[src/rtl/imem_boot_loader.sv]
// Instruction-RAM port owner: CPU fetch in RUN, little-endian byte-stream program loader otherwise.
// Optional trailing XOR checksum byte is enabled by defining IMEM_LOADER_CSUM_EN.
`timescale 1ns/1ps
module imem_boot_loader #(
   parameter int unsigned DEPTH  = 64,
   parameter int unsigned ADDR_W = 6
) (
   input  logic              clk,
   input  logic              reset,
   input  logic              load_start,
   input  logic              byte_valid,
   input  logic [7:0]        byte_data,
   output logic              byte_ready,
   input  logic [31:0]       pc,
   output logic [31:0]       instr,
   output logic              cpu_hold,
   output logic [ADDR_W-1:0] ram_addr,
   output logic              ram_we,
   output logic [31:0]       ram_wdata,
   input  logic [31:0]       ram_rdata,
   output logic              done,
   output logic              err
);

   localparam logic [31:0]      NOP   = 32'hE1A00000;
   localparam int unsigned      LEN_W = ADDR_W + 1;
   localparam logic [LEN_W-1:0] ONE_L = LEN_W'(1);

   typedef enum logic [2:0] {
      S_RUN,
      S_LEN,
      S_DATA,
      S_WRITE,
      S_CSUM
   } state_t;

   state_t              r_state;
   logic [ADDR_W-1:0]   r_widx;
   logic [LEN_W-1:0]    r_len;
   logic [1:0]          r_bcnt;
   logic [23:0]         r_word;
   logic                r_byte_ready;
   logic                r_cpu_hold;
   logic                r_we;
   logic [31:0]         r_wdata;
   logic                r_done;
   logic                r_err;
`ifdef IMEM_LOADER_CSUM_EN
   logic [7:0]          r_csum;
`endif

   logic                w_xfer;
   logic                w_len_ok;
   logic                w_last;
   logic                w_run;
   logic                w_unused_pc;

   assign w_xfer      = byte_valid & r_byte_ready;
   assign w_len_ok    = (byte_data != 8'd0) && (9'(byte_data) <= 9'(DEPTH));
   assign w_last      = ({1'b0, r_widx} == (r_len - ONE_L));
   assign w_run       = (r_state == S_RUN);
   // Fetch uses only the word-address bits; the rest of pc wraps modulo DEPTH.
   assign w_unused_pc = ^{pc[31:ADDR_W+2], pc[1:0]};

   assign ram_addr   = w_run ? pc[ADDR_W+1:2] : r_widx;
   assign instr      = w_run ? ram_rdata : NOP;
   assign byte_ready = r_byte_ready;
   assign cpu_hold   = r_cpu_hold;
   assign ram_we     = r_we;
   assign ram_wdata  = r_wdata;
   assign done       = r_done;
   assign err        = r_err;

   always_ff @(posedge clk or negedge reset) begin
      if (!reset) begin
         r_state      <= S_RUN;
         r_widx       <= '0;
         r_len        <= '0;
         r_bcnt       <= '0;
         r_word       <= '0;
         r_byte_ready <= 1'b0;
         r_cpu_hold   <= 1'b0;
         r_we         <= 1'b0;
         r_wdata      <= '0;
         r_done       <= 1'b0;
         r_err        <= 1'b0;
`ifdef IMEM_LOADER_CSUM_EN
         r_csum       <= '0;
`endif
      end else begin
         r_done <= 1'b0;
         r_we   <= 1'b0;
         case (r_state)
            S_RUN: begin
               if (load_start) begin
                  r_state      <= S_LEN;
                  r_err        <= 1'b0;
                  r_byte_ready <= 1'b1;
                  r_cpu_hold   <= 1'b1;
                  r_widx       <= '0;
                  r_bcnt       <= '0;
`ifdef IMEM_LOADER_CSUM_EN
                  r_csum       <= '0;
`endif
               end
            end
            S_LEN: begin
               if (w_xfer) begin
                  if (w_len_ok) begin
                     r_len   <= LEN_W'(byte_data);
                     r_state <= S_DATA;
                  end else begin
                     r_err        <= 1'b1;
                     r_state      <= S_RUN;
                     r_byte_ready <= 1'b0;
                     r_cpu_hold   <= 1'b0;
                  end
               end
            end
            S_DATA: begin
               if (w_xfer) begin
                  r_bcnt <= r_bcnt + 2'd1;
`ifdef IMEM_LOADER_CSUM_EN
                  r_csum <= r_csum ^ byte_data;
`endif
                  case (r_bcnt)
                     2'd0: r_word[7:0]   <= byte_data;
                     2'd1: r_word[15:8]  <= byte_data;
                     2'd2: r_word[23:16] <= byte_data;
                     default: begin
                        r_wdata      <= {byte_data, r_word};
                        r_we         <= 1'b1;
                        r_byte_ready <= 1'b0;
                        r_state      <= S_WRITE;
                     end
                  endcase
               end
            end
            S_WRITE: begin
               r_widx <= r_widx + 1'b1;
               if (w_last) begin
`ifdef IMEM_LOADER_CSUM_EN
                  r_state      <= S_CSUM;
                  r_byte_ready <= 1'b1;
`else
                  r_state      <= S_RUN;
                  r_cpu_hold   <= 1'b0;
                  r_done       <= 1'b1;
`endif
               end else begin
                  r_state      <= S_DATA;
                  r_byte_ready <= 1'b1;
               end
            end
`ifdef IMEM_LOADER_CSUM_EN
            S_CSUM: begin
               if (w_xfer) begin
                  r_state      <= S_RUN;
                  r_byte_ready <= 1'b0;
                  r_cpu_hold   <= 1'b0;
                  if (byte_data == r_csum) r_done <= 1'b1;
                  else                     r_err  <= 1'b1;
               end
            end
`endif
            default: begin
               r_state      <= S_RUN;
               r_byte_ready <= 1'b0;
               r_cpu_hold   <= 1'b0;
            end
         endcase
      end
   end

endmodule
[config.mk]
export PLATFORM = sky130hd
export DESIGN_NAME = imem_boot_loader
export DESIGN_NICKNAME = d
export VERILOG_FILES = /design/src/rtl/imem_boot_loader.sv
export SDC_FILE = /design/constraint.sdc
export NUM_CORES = 1
export LEC_CHECK = 0
export CAP_MARGIN = 20
export CORE_ASPECT_RATIO = 1.5
export CORE_MARGIN = 2
export CORE_UTILIZATION = 43
export CTS_CLUSTER_DIAMETER = 60
export DETAILED_ROUTE_END_ITERATION = 7
export PLACE_DENSITY = 0.83
export SYNTH_ARGS = -nofsm -noshare
export SYNTH_HDL_FRONTEND = slang
export SYNTH_SLANG_ARGS = --single-unit
[constraint.sdc]
create_clock -name clk -period 2.3 [get_ports clk]
set_input_delay 0.345 -clock clk [delete_from_list [all_inputs] [get_ports clk]]
set_output_delay 0.345 -clock clk [all_outputs]
set_load 0.02 [all_outputs]
==> results.toml, run 1 <==
[sta]
fmax_mhz = 449
final.setup_skew_ns = 0.00557
period_needed_ns = 2.23
max_slew_margin = 0.628
fin_hold_ws_ns = 0.491
layout_worst_path_cycle_share = 0.969
fin_ws_ns = 0.0710
final_setup_violation_count = 0
fin_setup_tns_ns = 0
rsz0062_at_grt = "false"
maxSlewViolCount = 0
finalHoldViolations = 0
max_slew.worst_pin.slew_ns = 0.553

[clock_network]
tritoncts = "built"
clock_latency_ns = 0.34
cts.path.max_buffers = 2
cts-root-buf = "sky130_fd_sc_hd__clkbuf_16"
cts_made_buffers = 9
clkSinkCount = 78
cts.htree.levels = 3
post_cts_buffers = 0
cts.clk_slew.worst_paths_ns = 0.05

[synth]
synth_cell_types = 40
synthesis.nets = 386
synthesis.area_per_instance_sq_um = 12.3
dominantRegCellSynth = "sky130_fd_sc_hd__dfrtp_1"
postSynth.asyncResetShare = 1.00
synth_seq_cells = 78
synthCells = 300
synth_enable_flop_cells = 0
combined_area_of_all_synthesized_cells_sq_mm = 0.00369
sequential_cell_area_fraction_in_the_yosys_report = 0.528
ys_warn_count = 0

[die]
die_width_microns = 79.7
fp.dieArea_sq_mm = 0.00937
initial_core_util = 0.442
core_area_sq_mm = 0.00836
die_height_microns = 118
io-pin-count = 151
rows = 41

[setup_path]
worstPathMaxFanout = 20
critPathRequiredTime_ns = 1.96
timing.setup.critical_path_class = "flop to output pin"
regToRegStartpoint = "r_len[1]"
worst-r2r-cell-count = 8
worst_r2r_endpoint = "cpu_hold"
critical_path_at_ns = 1.88
critical_path.startpoint_type = "flop"
endpoint_class_of_the_critical_path = "output pin"
rrSetupSlack_ns = 0.20

[final_layout]
area_growth_pct = 47.8
drive_above_1_share = 0.237
commonest_non_fill_non_tap_cell_in_the_layout = "sky130_fd_sc_hd__clkdlybuf4s50_1"
register_area_sq_mm = 0.00195
diodes = 0
leading_cell_types_in_the_layout_fill_and_taps_excluded = "91 x sky130_fd_sc_hd__clkdlybuf4s50_1, 78 x sky130_fd_sc_hd__dfrtp_1, 65 x sky130_fd_sc_hd__mux2_2"
finalNetCount = 529
filler_cell_count = 630
layoutNonFillerInstCount = 555
multi_input_comb_area_sq_mm = 0.00167
final_area_sq_mm = 0.00546

[grt]
grt_use_total = 0.209
vias_in_the_first_global_route = 2965
grt.overflow.total = 0
grt_pass1_wl_microns = 14900
pin_count_of_the_biggest_net_entering_global_routing = 41
grt_antenna_before_repair = 0

[route]
final_wl_microns = 9670
final_antenna_net_count = 0
detail_route.wl_per_cell_microns = 17.4
dr.pass1.iters = 4
drcViolationCount = 0
drt_iter0_drc = 115
route.vias.total = 2876
post_drt_via_cell_ratio = 5.18

[job]
maxCapViolations = 0

[power_and_ir_drop]
switching_power_as_a_share_of_total_power = 0.358
max_ir_drop_vdd_uv = 678
switchingPower_uw = 2040
cellInternalPower_uw = 3670
sequentialPowerShare = 0.343
clockPowerShare = 0.221
leakage_dissipation_uw = 0.00264
cellPowerDensity_mw_per_mm2 = 1050
p_comb_frac = 0.436

[placement]
detailed_place_hpwl_microns = 7240
numPlacedInstances = 537
place_area_sq_mm = 0.00519
placement_stage_worst_setup_slack_ns = -0.241
gp_congestion = 0.842
port_buffers = 124

[hold_path]
hold_path_class = "flop to flop"
min_delay_path_depth = 2
worst_hold_path.endpoint = "r_word[15]"
worst_hold_startpoint = "r_word[15]"

[outcome]
run_status = "finished, final reports clean"
==> cells by family (layout without fill, tap and decap cells) <==
group                    Yosys count  after routing  share of synthesized area
adder cells (fa/ha/maj)           10             10                     0.0339
AO/OA/AOI/OAI                     29             29                     0.0525
XOR/XNOR                          12             12                     0.0284
flip-flops                        78             78                      0.528
buffers and inverters             23            171                     0.0240
AND/OR/NAND/NOR                   80             80                      0.127
multiplexers                      68             68                      0.206
==> flip-flops by register name, summed over array words and instances (netlist names) <==
register    count
err             1
r_widx          6
ram_wdata      32
r_len           7
done            1
cpu_hold        1
ram_we          1
r_bcnt          2
byte_ready      1
r_state         2
r_word         24
==> routing by layer <==
layer | wire [microns] | global-route usage | part of all wire | vias to the layer above
met1 | 3280 | 0.211 | 0.34 | 1404
li1 | - | - | - | 1317
met5 | 0 | 0 | 0 | -
met2 | 5320 | 0.386 | 0.55 | 137
met3 | 856 | 0.0621 | 0.089 | 18
met4 | 203 | 0.0841 | 0.021 | 0
==> cells in the mapped netlist (2+ instances only) <==
master	n	area, sq um
sky130_fd_sc_hd__and3_1	3	18.8
sky130_fd_sc_hd__dfrtp_1	78	1950
sky130_fd_sc_hd__xnor2_1	5	43.8
sky130_fd_sc_hd__buf_2	2	10.0
sky130_fd_sc_hd__nor3_1	2	10.0
sky130_fd_sc_hd__a21oi_1	4	20.0
sky130_fd_sc_hd__nor2_1	8	30.0
sky130_fd_sc_hd__a22o_1	2	17.5
sky130_fd_sc_hd__mux2_2	65	732
sky130_fd_sc_hd__nand2_1	17	63.8
sky130_fd_sc_hd__nand3_1	5	25.0
sky130_fd_sc_hd__clkbuf_1	10	37.5
sky130_fd_sc_hd__a31oi_1	2	12.5
sky130_fd_sc_hd__ha_1	10	125
sky130_fd_sc_hd__nand2b_1	7	43.8
sky130_fd_sc_hd__mux2i_1	3	30.0
sky130_fd_sc_hd__and2_1	27	169
sky130_fd_sc_hd__nor3_2	2	20.0
sky130_fd_sc_hd__o21ai_0	11	55.1
sky130_fd_sc_hd__xor2_1	7	61.3
sky130_fd_sc_hd__inv_1	11	41.3
==> how the worst max path moves through the flow <==
stage,startpoint,endpoint,slack [ns],cells past startpoint
floorplan,byte_data[3],r_len[0],0.29,6
global placement,byte_data[3],r_len[0],-0.19,8
detailed placement,byte_data[2],r_len[6],-0.24,8
CTS,r_state[1],ram_addr[0],0.01,5
global route,r_state[1],ram_addr[2],0.008,5
finish,r_state[1],ram_addr[3],0.07,5
==> power by group through the flow <==
stage	clock network [uW]	logic, uW	registers, uW
final	1260	2490	1960
after global routing	1340	2720	2000
after CTS	1280	2420	1950
after detailed placement	0	2530	1970
after global placement	0	2430	1950
after floorplan	0	1500	1960
==> repair_timing <==
action                                  in CTS  in global routing
hold buffers                                 1                  0
endpoints found under the setup margin      32                  5
hold endpoints to repair                    37                  0
gates cloned                                 0                  1
gates resized for setup                     33                  1
pin swaps                                    0                  0
==> layout make-up <==
| class | count | area share |
|---|---|---|
| Inverter | 11 | 0.00756 |
| Clock buffer | 15 | 0.0472 |
| Timing Repair Buffer | 144 | 0.257 |
| Sequential cell | 78 | 0.357 |
| Multi-Input combinational cell | 199 | 0.305 |
| Clock inverter | 1 | 0.000916 |
| Tap cell | 107 | 0.0245 |
==> critical path: stages, from the launching register on <==
cell	delay, ns
sky130_fd_sc_hd__dfrtp_1	0.41
sky130_fd_sc_hd__inv_1	0.15
sky130_fd_sc_hd__ha_4	0.19
sky130_fd_sc_hd__buf_12	0.15
sky130_fd_sc_hd__mux2_2	0.33
sky130_fd_sc_hd__dlygate4sd2_1	0.32
==> metrics by stage <==
step                      power (uW)   util
after floorplan                 3460      -
after global placement          4390  0.621
after detailed placement        4500  0.621
after CTS                       5650  0.649
after global routing            6060  0.653
final                           5710  0.653
Power figures use the tool's default switching activity.
==> run 2: changes to the inputs <==
- PLACE_DENSITY: 0.83 -> 0.78
==> run 2 against run 1 <==
  * Non-clock buffer count down 4
  * Sequential share of layout area grew 0.27 points
  * Fmax up 0.26%
  * Cell count shrank 0.90%
  * Die area unchanged
  * Highest routed layer unchanged
  * First-iteration DRC count rose by 5.2%
  * Power down 2.0%
==> results.toml, run 2 (synthesized netlist as in run 1, its figures left out) <==
[outcome]
run_status = "finished, final reports clean"

[setup_path]
worstPathMaxFanout = 21
regToRegStartpoint = "r_len[0]"
critPathRequiredTime_ns = 1.96
endpoint_class_of_the_critical_path = "output pin"
crit_start = "r_state[0]"
worst_r2r_endpoint = "cpu_hold"
critical_path.startpoint_type = "flop"
rrSetupSlack_ns = 0.18
timing.critical_path.to = "ram_addr[3]"
worst-r2r-cell-count = 9
timing.setup.critical_path_class = "flop to output pin"
critical_path_at_ns = 1.88

[final_layout]
finalNetCount = 525
drive_above_1_share = 0.235
leading_cell_types_in_the_layout_fill_and_taps_excluded = "91 x sky130_fd_sc_hd__clkdlybuf4s50_1, 78 x sky130_fd_sc_hd__dfrtp_1, 65 x sky130_fd_sc_hd__mux2_2"
commonest_non_fill_non_tap_cell_in_the_layout = "sky130_fd_sc_hd__clkdlybuf4s50_1"
largest_reg_flops = 32
layoutNonFillerInstCount = 550
final_area_sq_mm = 0.00542
diodes = 0
area_growth_pct = 46.7

[sta]
fin_hold_ws_ns = 0.0435
finalHoldViolations = 0
rsz0062_at_grt = "false"
period_needed_ns = 2.22
final.setup_skew_ns = 0.00781
max_slew.worst_pin.slew_ns = 0.536
max_slew_margin = 0.639
layout_worst_path_cycle_share = 0.967
fmax_mhz = 450
final_setup_violation_count = 0
maxSlewViolCount = 0

[route]
dr.pass1.iters = 4
final_wl_microns = 9070
drcViolationCount = 0
detail_route.wl_per_cell_microns = 16.5
final_antenna_net_count = 0
post_drt_via_cell_ratio = 5.14
drt_iter0_drc = 121
route.vias.total = 2829

[clock_network]
cts.htree.levels = 3
clkSinkCount = 78
cts_made_buffers = 9
cts.clk_slew.worst_paths_ns = 0.06
cts-root-buf = "sky130_fd_sc_hd__clkbuf_16"
cts.path.max_buffers = 2
tritoncts = "built"
post_cts_buffers = 0
ctsHoldBuffers = 0
clock_latency_ns = 0.33

[power_and_ir_drop]
cellPowerDensity_mw_per_mm2 = 1030
leakage_dissipation_uw = 0.00261
max_ir_drop_vdd_uv = 717

[die]
initial_core_util = 0.442
die_height_microns = 118
core_area_sq_mm = 0.00836
die_width_microns = 79.7
io-pin-count = 151
rows = 41
fp.dieArea_sq_mm = 0.00937

[placement]
gp_congestion = 0.765
port_buffers = 124
detailed_place_hpwl_microns = 6660
numPlacedInstances = 534
place_area_sq_mm = 0.00517

[job]
maxCapViolations = 0

[grt]
grt_antenna_before_repair = 0
grt_use_total = 0.198
grt.overflow.total = 0
pin_count_of_the_biggest_net_entering_global_routing = 79
grt_pass1_wl_microns = 14200
vias_in_the_first_global_route = 2828

[hold_path]
hold_path_class = "input pin to async pin"
[run 2: cell count changes in the layout (fill, tap and decap cells not counted)]
cell                              before  now
sky130_fd_sc_hd__clkdlybuf4s15_1       0    3
sky130_fd_sc_hd__clkbuf_1              5    4
sky130_fd_sc_hd__dlygate4sd2_1        32   29
sky130_fd_sc_hd__clkinv_2              1    2
sky130_fd_sc_hd__clkbuf_8              1    0
sky130_fd_sc_hd__inv_1                11   10
sky130_fd_sc_hd__dlygate4sd3_1         1    0
sky130_fd_sc_hd__inv_2                 0    1
sky130_fd_sc_hd__buf_4                16   13
[run 2: timing repair]
item	CTS	global route
cloned	0	1
resized for setup	36	2
setup endpoints to repair	32	11
[run 2: worst min-delay path by stage]
stage / end
after floorplan: byte_ready
final: ram_wdata[21]
after CTS: ram_wdata[21]
after global placement: ram_wdata[22]
after detailed placement: ram_wdata[21]
after global routing: r_state[0]
[run 2: stage by stage]
step / setup WS, ns / setup TNS (ns) / power, uW / util
after floorplan: 0.295 / 0 / 3460 / -
after global placement: -0.201 / -1.45 / 4350 / 0.618
after detailed placement: -0.226 / -1.74 / 4450 / 0.618
after CTS: 0.00348 / 0 / 5570 / 0.644
after global routing: 0.00398 / 0 / 5950 / 0.648
final: 0.0768 / 0 / 5600 / 0.648
[run 2: critical path: stages (launching register included)]
cell and delay, ns:
sky130_fd_sc_hd__dfrtp_1 0.41, sky130_fd_sc_hd__inv_1 0.13, sky130_fd_sc_hd__ha_4 0.20, sky130_fd_sc_hd__buf_12 0.16
sky130_fd_sc_hd__mux2_2 0.33, sky130_fd_sc_hd__dlygate4sd2_1 0.32
[run 2: cell type report]
class	count	area [sq um]
Fill cell	662	2940
Sequential cell	78	1950
Multi-Input combinational cell	199	1670
Timing Repair Buffer	140	1380
Clock buffer	13	240
Tap cell	107	134
Inverter	11	41.3
Clock inverter	2	10.0
[run 2: metal layers]
| layer | wire (microns) | share of wire | global-route usage | vias up |
|---|---|---|---|---|
| met5 | 0 | 0 | 0 | - |
| met4 | 131 | 0.014 | 0.0711 | 0 |
| met3 | 658 | 0.073 | 0.0506 | 7 |
| met2 | 4870 | 0.54 | 0.363 | 116 |
| met1 | 3410 | 0.38 | 0.212 | 1396 |
| li1 | - | - | - | 1310 |
[run 2: power by group]
| group | switching [uW] | internal (uW) | total, uW |
|---|---|---|---|
| Combinational | 1220 | 1190 | 2410 |
| Sequential | 262 | 1700 | 1970 |
| Clock | 503 | 721 | 1220 |
==> run 3: changes to the inputs <==
- CTS_CLUSTER_SIZE: not set -> 24
==> results of run 3 <==
No change in the layout: final DEF, timing and power equal those of run 2.
